### config.mk
export PLATFORM = sky130hd
export DESIGN_NAME = mult_seq_unit
export DESIGN_NICKNAME = d
export VERILOG_FILES = /design/src/rtl/mult_seq_unit.sv
export SDC_FILE = /design/constraint.sdc
export NUM_CORES = 1
export LEC_CHECK = 0
export BUFFER_PORTS_ARGS = -buffer_cell sky130_fd_sc_hd__buf_2
export CAP_MARGIN = 20
export CORE_MARGIN = 1.5
export CORE_UTILIZATION = 43
export DETAILED_ROUTE_END_ITERATION = 6
export PLACE_DENSITY = 0.67
export SLEW_MARGIN = 20
export SYNTH_ARGS = -nofsm -noshare
export SYNTH_HDL_FRONTEND = slang
export SYNTH_SLANG_ARGS = --single-unit
### constraint.sdc
create_clock -name clk -period 12.1 [get_ports clk]
set_input_delay 1.21 -clock clk [delete_from_list [all_inputs] [get_ports clk]]
set_output_delay 1.21 -clock clk [all_outputs]
set_load 0.03 [all_outputs]
### src/rtl/mult_seq_unit.sv
// ----------------------------------------------------------------------------
// mult_seq_unit
// Iterative shift-add multiplier for mult/multu, one multiplier bit per clock.
// Produces a 2*WIDTH-bit product as hiOut/loOut, with a one-cycle done /
// regWrite = 2'b10 strobe that drives the register bank's hi/lo write.
//
// Optional build macro:
//   MULT_EARLY_EXIT_EN - leave RUN as soon as the remaining multiplier bits are
//                        all zero, right-aligning the accumulator in one step.
// ----------------------------------------------------------------------------
module mult_seq_unit #(
    parameter int unsigned WIDTH = 32
) (
    input  logic             clk,
    input  logic             rst,
    input  logic             start,
    input  logic             isSigned,
    input  logic [WIDTH-1:0] opA,
    input  logic [WIDTH-1:0] opB,
    output logic             busy,
    output logic             done,
    output logic [1:0]       regWrite,
    output logic [WIDTH-1:0] hiOut,
    output logic [WIDTH-1:0] loOut
);

    localparam int unsigned PW = 2 * WIDTH;
    localparam int unsigned CW = $clog2(WIDTH + 1);

    typedef enum logic [1:0] {
        S_IDLE = 2'd0,
        S_RUN  = 2'd1,
        S_FIX  = 2'd2,
        S_DONE = 2'd3
    } state_t;

    state_t           r_state;
    logic [WIDTH-1:0] r_mcand;
    logic [WIDTH-1:0] r_mplier;
    logic             r_neg;
    logic [PW-1:0]    r_acc;
    logic [CW-1:0]    r_cnt;
    logic             r_busy;
    logic             r_done;
    logic [1:0]       r_reg_write;
    logic [WIDTH-1:0] r_hi;
    logic [WIDTH-1:0] r_lo;

    logic [WIDTH-1:0] w_mag_a;
    logic [WIDTH-1:0] w_mag_b;
    logic             w_neg_in;
    logic [WIDTH:0]   w_sum;
    logic [PW-1:0]    w_acc_shift;
    logic [WIDTH-1:0] w_mplier_shift;
    logic [CW-1:0]    w_cnt_dec;
    logic             w_last;
    logic [PW-1:0]    w_acc_run;
    logic [PW-1:0]    w_result;

    // Signed operands are reduced to magnitudes; the most negative value maps
    // onto itself, which is the correct unsigned magnitude 2^(WIDTH-1).
    assign w_mag_a  = (isSigned && opA[WIDTH-1]) ? (~opA + WIDTH'(1)) : opA;
    assign w_mag_b  = (isSigned && opB[WIDTH-1]) ? (~opB + WIDTH'(1)) : opB;
    assign w_neg_in = isSigned & (opA[WIDTH-1] ^ opB[WIDTH-1]);

    // One shift-add step: conditional add into the upper half, carry kept,
    // then the whole accumulator shifts right by one.
    assign w_sum          = {1'b0, r_acc[PW-1:WIDTH]}
                          + {1'b0, r_mcand & {WIDTH{r_mplier[0]}}};
    assign w_acc_shift    = {w_sum, r_acc[WIDTH-1:1]};
    assign w_mplier_shift = {1'b0, r_mplier[WIDTH-1:1]};
    assign w_cnt_dec      = r_cnt - CW'(1);

`ifdef MULT_EARLY_EXIT_EN
    logic w_mplier_zero;

    // Once no multiplier bits remain, the outstanding iterations are pure
    // shifts, so they collapse into one variable right shift.
    assign w_mplier_zero = (w_mplier_shift == '0);
    assign w_last        = (w_cnt_dec == '0) || w_mplier_zero;
    assign w_acc_run     = w_mplier_zero ? (w_acc_shift >> w_cnt_dec) : w_acc_shift;
`else
    assign w_last        = (w_cnt_dec == '0);
    assign w_acc_run     = w_acc_shift;
`endif

    // Apply the sign of the exact product to the magnitude product.
    assign w_result = r_neg ? (~r_acc + PW'(1)) : r_acc;

    // Control FSM and datapath registers; all outputs registered.
    always_ff @(posedge clk or posedge rst) begin
        if (rst) begin
            r_state     <= S_IDLE;
            r_mcand     <= '0;
            r_mplier    <= '0;
            r_neg       <= 1'b0;
            r_acc       <= '0;
            r_cnt       <= '0;
            r_busy      <= 1'b0;
            r_done      <= 1'b0;
            r_reg_write <= 2'b00;
            r_hi        <= '0;
            r_lo        <= '0;
        end else begin
            case (r_state)
                S_IDLE: begin
                    if (start) begin
                        r_mcand  <= w_mag_a;
                        r_mplier <= w_mag_b;
                        r_neg    <= w_neg_in;
                        r_acc    <= '0;
                        r_cnt    <= CW'(WIDTH);
                        r_busy   <= 1'b1;
                        r_state  <= S_RUN;
                    end
                end
                S_RUN: begin
                    r_acc    <= w_acc_run;
                    r_mplier <= w_mplier_shift;
                    r_cnt    <= w_cnt_dec;
                    if (w_last) begin
                        r_state <= S_FIX;
                    end
                end
                S_FIX: begin
                    // hi/lo keep the previous product until this point.
                    r_hi        <= w_result[PW-1:WIDTH];
                    r_lo        <= w_result[WIDTH-1:0];
                    r_busy      <= 1'b0;
                    r_done      <= 1'b1;
                    r_reg_write <= 2'b10;
                    r_state     <= S_DONE;
                end
                S_DONE: begin
                    r_done      <= 1'b0;
                    r_reg_write <= 2'b00;
                    r_state     <= S_IDLE;
                end
                default: begin
                    r_state <= S_IDLE;
                end
            endcase
        end
    end

    assign busy     = r_busy;
    assign done     = r_done;
    assign regWrite = r_reg_write;
    assign hiOut    = r_hi;
    assign loOut    = r_lo;

endmodule

==> results of run 1 <==
-- final timing paths --
check	from	endpoint	cells past startpoint
hold / removal	r_mcand[13]	r_mcand[13]	2
setup reg to reg	r_mplier[0]	r_acc[62]	10
setup / recovery	r_mplier[0]	r_acc[62]	10
max in group asynchronous	rst	r_neg	3
hold reg to reg	r_mcand[13]	r_mcand[13]	2
min in group asynchronous	rst	r_mplier[26]	2
-- power by group through the flow --
| stage | clock network (W) | logic [W] | registers [W] |
|---|---|---|---|
| global route | 0.000759 | 0.00209 | 0.00124 |
| CTS | 0.000731 | 0.00188 | 0.00120 |
| detailed placement | 0 | 0.00187 | 0.00121 |
| global placement | 0 | 0.00184 | 0.00120 |
| finish | 0.000717 | 0.00187 | 0.00120 |
| floorplan | 0 | 0.00123 | 0.00133 |
-- layout make-up --
cell class | instances | area (µm²) | area share (%)
timing repair buffer | 143 | 738 | 5.22
clock buffer | 34 | 678 | 4.79
sequential | 203 | 5080 | 35.9
tap | 384 | 480 | 3.40
clock inverter | 7 | 103 | 0.725
inverter | 33 | 131 | 0.929
multi-input combinational | 1083 | 6930 | 49.0
-- sequential cells by signal, indices dropped and copies added (netlist names) --
signal and flops:
r_mplier 32, busy 1, r_cnt 6, loOut 32, r_acc 64, r_mcand 32, r_neg 1, r_state 2
hiOut 32, regWrite 1
-- per-layer routing --
layer	vias to the layer above	share of wire, %
li1	5166	-
met1	4873	49
met2	274	44
met3	29	5.6
met4	0	1.1
met5	-	0
-- cells in the final DEF, fill, tap and decap left out, types with 6 or more instances in the layout --
cell type,n
xnor2_1,55
o41ai_1,13
nand2_1,147
nor2_1,115
ha_1,40
or4_1,14
nand4_1,9
xor2_1,88
a21o_1,21
buf_2,134
nor2b_1,7
mux2i_1,15
and2_1,36
a211oi_1,7
o31ai_1,26
clkbuf_16,24
nand2b_1,10
mux2_2,13
o21ai_0,139
nor4_1,13
a31oi_1,10
nor3_1,20
clkbuf_1,6
buf_4,9
dfrtp_1,202
a21oi_1,131
or3_1,21
nand3_1,18
o21a_1,9
a22o_1,31
inv_1,31
-- cell families after synthesis --
family,share of synthesized area [%]
AO/OA/AOI/OAI,21.2
XOR/XNOR,10.1
adder cells (fa/ha/maj),4.29
buffers and inverters,3.51
flip-flops,40.9
multiplexers,2.51
other,0.0302
AND/OR/NAND/NOR,17.5
-- through the flow --
| stage | setup slack [ns] | power [W] | hold WS [ns] | area, µm² | std cells |
|---|---|---|---|---|---|
| after global routing | 8.07 | 0.00408 | 0.496 | 14100 | 1887 |
| after global placement | 8.34 | 0.00304 | 0.459 | 13400 | 1846 |
| after detailed placement | 8.36 | 0.00308 | 0.465 | 13400 | 1846 |
| final | 8.41 | 0.00378 | 0.473 | 14100 | 1887 |
| after CTS | 8.46 | 0.00381 | 0.478 | 14100 | 1887 |
| after floorplan | 5.35 | 0.00257 | 0.442 | 12400 | 1398 |
-- worst reg2reg max path, delay by kind of cell, from the launching register on --
kind                       cells  cell delay, ns
adders and majority gates      1            0.37
and+or+nand+nor                5            0.94
AOI/OAI and AO/OA              4            1.60
DFF                            1            0.66
==> out/metrics.yaml, run 1 <==
yosys:
  synth_edf_count: 0
  synth.area.top_cells: "dfrtp_1, xor2_1, o21ai_0"
  synth_flop_cell: "dfrtp_1"
  async_flop_share_pct: 100
  syn_nets: 1508
  yosysTopAreaCellShare_pct: 40.9
  synthTopCellsByCount: "dfrtp_1, nand2_1, o21ai_0"
  yosysUniqueCellTypes: 75
  yosys.area.top_type: "dfrtp_1"
  syn_avg_cell_area_um2: 8.89
  yosysWarnings: 0
  yosysMostFrequentCell: "dfrtp_1"
  syn_inst: 1398
  syn_area_um2: 12400
  synth_seq_cells: 203
  seq_area_frac_synth_pct: 40.9
routing:
  routedWlPerCell_um: 16.0
  dr.pass1.iters: 4
  via_per_inst: 5.48
  drt_iter0_markers: 731
  final_antenna_net_count: 0
  wl_um: 30300
  drc_errors: 0
  num_vias: 10300
power_and_ir_drop:
  pwr-share-clk_pct: 19.0
  switching_share_pct: 45.6
  powerDensity_nw_per_um2: 267
  p_leak_nw: 6.57
  max-vdd-ir-drop_mv: 0.120
  p_int_w: 0.00206
  combinationalPowerShare_pct: 49.4
  seq_power_share_pct: 31.7
  netSwitchingPower_w: 0.00173
global_route:
  antenna_found_initial: 0
  grt_overflow_total: 0
  top_usage_layer: "met2"
  grt_usage_pct: 20.3
  grt_max_degree: 142
  grt_pass1_vias: 9992
  grt_pass1_wl_um: 50900
  grt_use_met2_pct: 31.9
  use_met3_pct: 3.06
  grtUsageMet1_pct: 29.7
setup_path:
  critPathTopFamily: "compound AO/OA/AOI/OAI gates"
  cp-end-kind: "register"
  setup.worst_path.class: "register to register"
  cp_max_fo: 33
  path_cells: "and2_1, ha_1, and2_1, nand2_1, o211ai_1, a21oi_1, a211o_1, a2111oi_0, or3_1, nand3_1"
  crit_path_start_kind: "register"
  worst-endpoint-arrival_ns: 4.09
  cp_num_buf_inv: 0
  slowest_delay_ns: 0.79
  crit_path_frequent_cell: "and2_1"
  cp.required_ns: 12.50
  worst_path_max_delay_cell: "a2111oi_0"
  ff2ff_setup_slack_ns: 8.41
sta:
  layout_min_cycle_time_ns: 3.69
  fin_skew_ns: 0.0172
  setup_viol: 0
  relSlewSlack_pct: 31.5
  rsz0062_at_grt: "no"
  drv_slew: 0
  worstMarginPinSlew_ns: 1.03
  fin_crit_sh_pct: 30.5
  hold_viol_final: 0
  max_freq_mhz: 271
  finalSetupTns_ns: 0
hold_path:
  hp-class: "register to register"
placement:
  numPortBuffers: 134
  post-dp-hpwl_um: 21700
  finalWeightedCongestion: 0.884
cts:
  cts-resized-gates: 0
  numCtsBuffers: 24
  cts.sinks: 203
  path_clk_slew_ns: 0.06
  tritoncts: "built"
  clkLatencyLatePin_ns: 0.52
  cts-root-buf: "clkbuf_16"
  cts_buffer_depth: 3
  ctsHtreeMaxLevel: 1
  cts_setup_buffers: 0
  cts_hold_buf: 0
flow_run:
  drv_cap: 0
layout:
  areaGrowthSynthToFinish_pct: 13.8
  utilization_pct: 49.6
  antenna_cells: 0
  drive_gt1_share_pct: 14.6
  fillers: 2768
  nets: 1598
floorplanning:
  rows: 62
  die_area_um2: 29900
  initial_core_util_pct: 43.5
  io_pins: 136
  core_um2: 28500
  die_h_um: 173
  die_w_um: 173
outcome:
  status: "finished, final reports clean"
Power figures use the tool's default switching activity.
==> run 2: changes to the inputs <==
==> constraint.sdc (replaced) <==
create_clock -name clk -period 3.65 [get_ports clk]
set_input_delay 0.365 -clock clk [delete_from_list [all_inputs] [get_ports clk]]
set_output_delay 0.365 -clock clk [all_outputs]
set_load 0.03 [all_outputs]
==> run 2 against run 1 <==
  * Hold slack got worse by 0.33 ns
  * Non-clock buffer count increased by 13
  * Critical endpoint is now r_acc[59]
  * Combinational power increased to 3.3 times the previous value
  * Largest power group unchanged
  * Total power increased to 3.3 times the previous value
  * Clock power increased to 3.2 times the previous value
  * Worst setup slack got worse by 8.1 ns
==> out/metrics.yaml, run 2 (same netlist as run 1, synthesis figures left out) <==
sta:
  fin_crit_sh_pct: 92.7
  rsz0062_at_grt: "no"
  layout_min_cycle_time_ns: 3.38
  fin_skew_ns: 0.0190
  setup_viol: 0
  drv_slew: 0
  max_freq_mhz: 295
  relSlewSlack_pct: 40.4
  finalSetupTns_ns: 0
  worstMarginPinSlew_ns: 0.894
  hold_viol_final: 0
routing:
  via_per_inst: 5.46
  num_vias: 10400
  dr.pass1.iters: 5
  drt_iter0_markers: 678
  routedWlPerCell_um: 15.9
  wl_um: 30200
  drc_errors: 0
  final_antenna_net_count: 0
global_route:
  grt_max_degree: 89
  grt_pass1_wl_um: 50200
  antenna_found_initial: 0
  grt_usage_pct: 20.0
  grt_pass1_vias: 9783
  grt_overflow_total: 0
layout:
  final_common_cell: "dfrtp_1"
  design_area_um2: 14300
  largest-register: "r_acc"
  areaGrowthSynthToFinish_pct: 14.9
  final-instance-count-excl-fill: 1901
  nets: 1610
  largest_register_ff_count: 64
  antenna_cells: 0
  drive_gt1_share_pct: 15.6
  final_cell_mix: "dfrtp_1, nand2_1, o21ai_0, buf_2, a21oi_1"
setup_path:
  crit_path_start_kind: "register"
  worst-endpoint-arrival_ns: 3.79
  setup.worst_path.class: "register to register"
  cp_max_fo: 22
  cp-end-kind: "register"
  cp.required_ns: 4.05
cts:
  ctsHtreeMaxLevel: 1
  numCtsBuffers: 23
  tritoncts: "built"
  cts.sinks: 203
  cts_buffer_depth: 3
  clkLatencyLatePin_ns: 0.52
  cts-root-buf: "clkbuf_16"
  path_clk_slew_ns: 0.06
placement:
  placed_area_um2: 13500
  finalWeightedCongestion: 0.911
  numPortBuffers: 134
  post-dp-hpwl_um: 22200
  placedCellCount: 1858
floorplanning:
  rows: 62
  initial_core_util_pct: 43.5
  die_h_um: 173
  core_um2: 28500
  die_w_um: 173
  die_area_um2: 29900
  io_pins: 136
outcome:
  status: "finished, final reports clean"
power_and_ir_drop:
  total_power_w: 0.0126
  powerDensity_nw_per_um2: 883
  max-vdd-ir-drop_mv: 0.491
  p_leak_nw: 6.64
flow_run:
  drv_cap: 0
hold_path:
  hp-class: "input port to register"
## run 2: cell types whose count changed in the layout (fill, tap and decap cells not counted), moves of 2 or more
| cell | previous run | this run |
|---|---|---|
| clkinvlp_4 | 0 | 2 |
| clkbuf_1 | 6 | 4 |
| buf_4 | 9 | 18 |
| buf_12 | 0 | 3 |
| inv_8 | 2 | 0 |
| clkinv_2 | 3 | 6 |
## run 2: area by class of cell
class / count / area [µm²]
multi-input cells: 1083 / 6940
repair buffers: 156 / 876
inverters: 33 / 128
clock buffers: 32 / 659
fillers: 2762 / 14300
well taps: 384 / 480
flip-flops and latches: 203 / 5080
clock inverters: 10 / 118
## run 2: power by group
part	internal (W)	switching [W]
clock	0.00141	0.000924
sequential	0.00319	0.000845
combinational	0.00228	0.00396
total	0.00687	0.00573
## run 2: worst paths after layout
| kind | startpoint | end | slack (ns) | depth (start not counted) |
|---|---|---|---|---|
| setup / recovery | r_mplier[0] | r_acc[59] | 0.27 | 11 |
| hold / removal | opA[31] | r_mcand[31] | 0.14 | 3 |
| setup reg to reg | r_mplier[0] | r_acc[59] | 0.27 | 11 |
| hold reg to reg | r_mcand[29] | r_mcand[29] | 0.47 | 2 |
| max in group asynchronous | rst | hiOut[22] | 2.54 | 4 |
| min in group asynchronous | rst | r_state[1] | 0.29 | 3 |
## run 2: per-layer routing
metal / vias to the layer above / share of wire [%] / GRT usage [%]
met4: 0 / 1.4 / 3.55
met2: 227 / 44 / 30.8
li1: 5195 / - / -
met1: 4923 / 50 / 30.4
met5: - / 0 / 0
met3: 31 / 4.5 / 2.57
## run 2: what timing repair did
action,4_1_cts,5_1_grt
gates resized for setup,0,2
setup buffers,0,0
hold buffers,1,0
endpoints found under the setup margin,0,6
endpoints found under the hold margin,2,0
## run 2: critical path: stages (launching register included)
cell      delay [ns]
dfrtp_2         0.53
buf_4           0.21
and2_1          0.14
ha_1            0.38
and2_1          0.21
a211oi_1        0.44
o21ai_0         0.20
nand3_1         0.11
o21ai_0         0.14
a311o_1         0.40
nor4b_1         0.15
or3_1           0.34
## run 2: per-stage QoR
| step | hold WS (ns) | worst slack [ns] | util, % |
|---|---|---|---|
| after floorplan | 0.442 | 0.655 | - |
| after global placement | 0.289 | 0.198 | 47.3 |
| after detailed placement | 0.287 | 0.129 | 47.3 |
| after CTS | 0.126 | 0.102 | 50.0 |
| after global routing | 0.151 | 0.0851 | 50.0 |
| final | 0.140 | 0.265 | 50.0 |
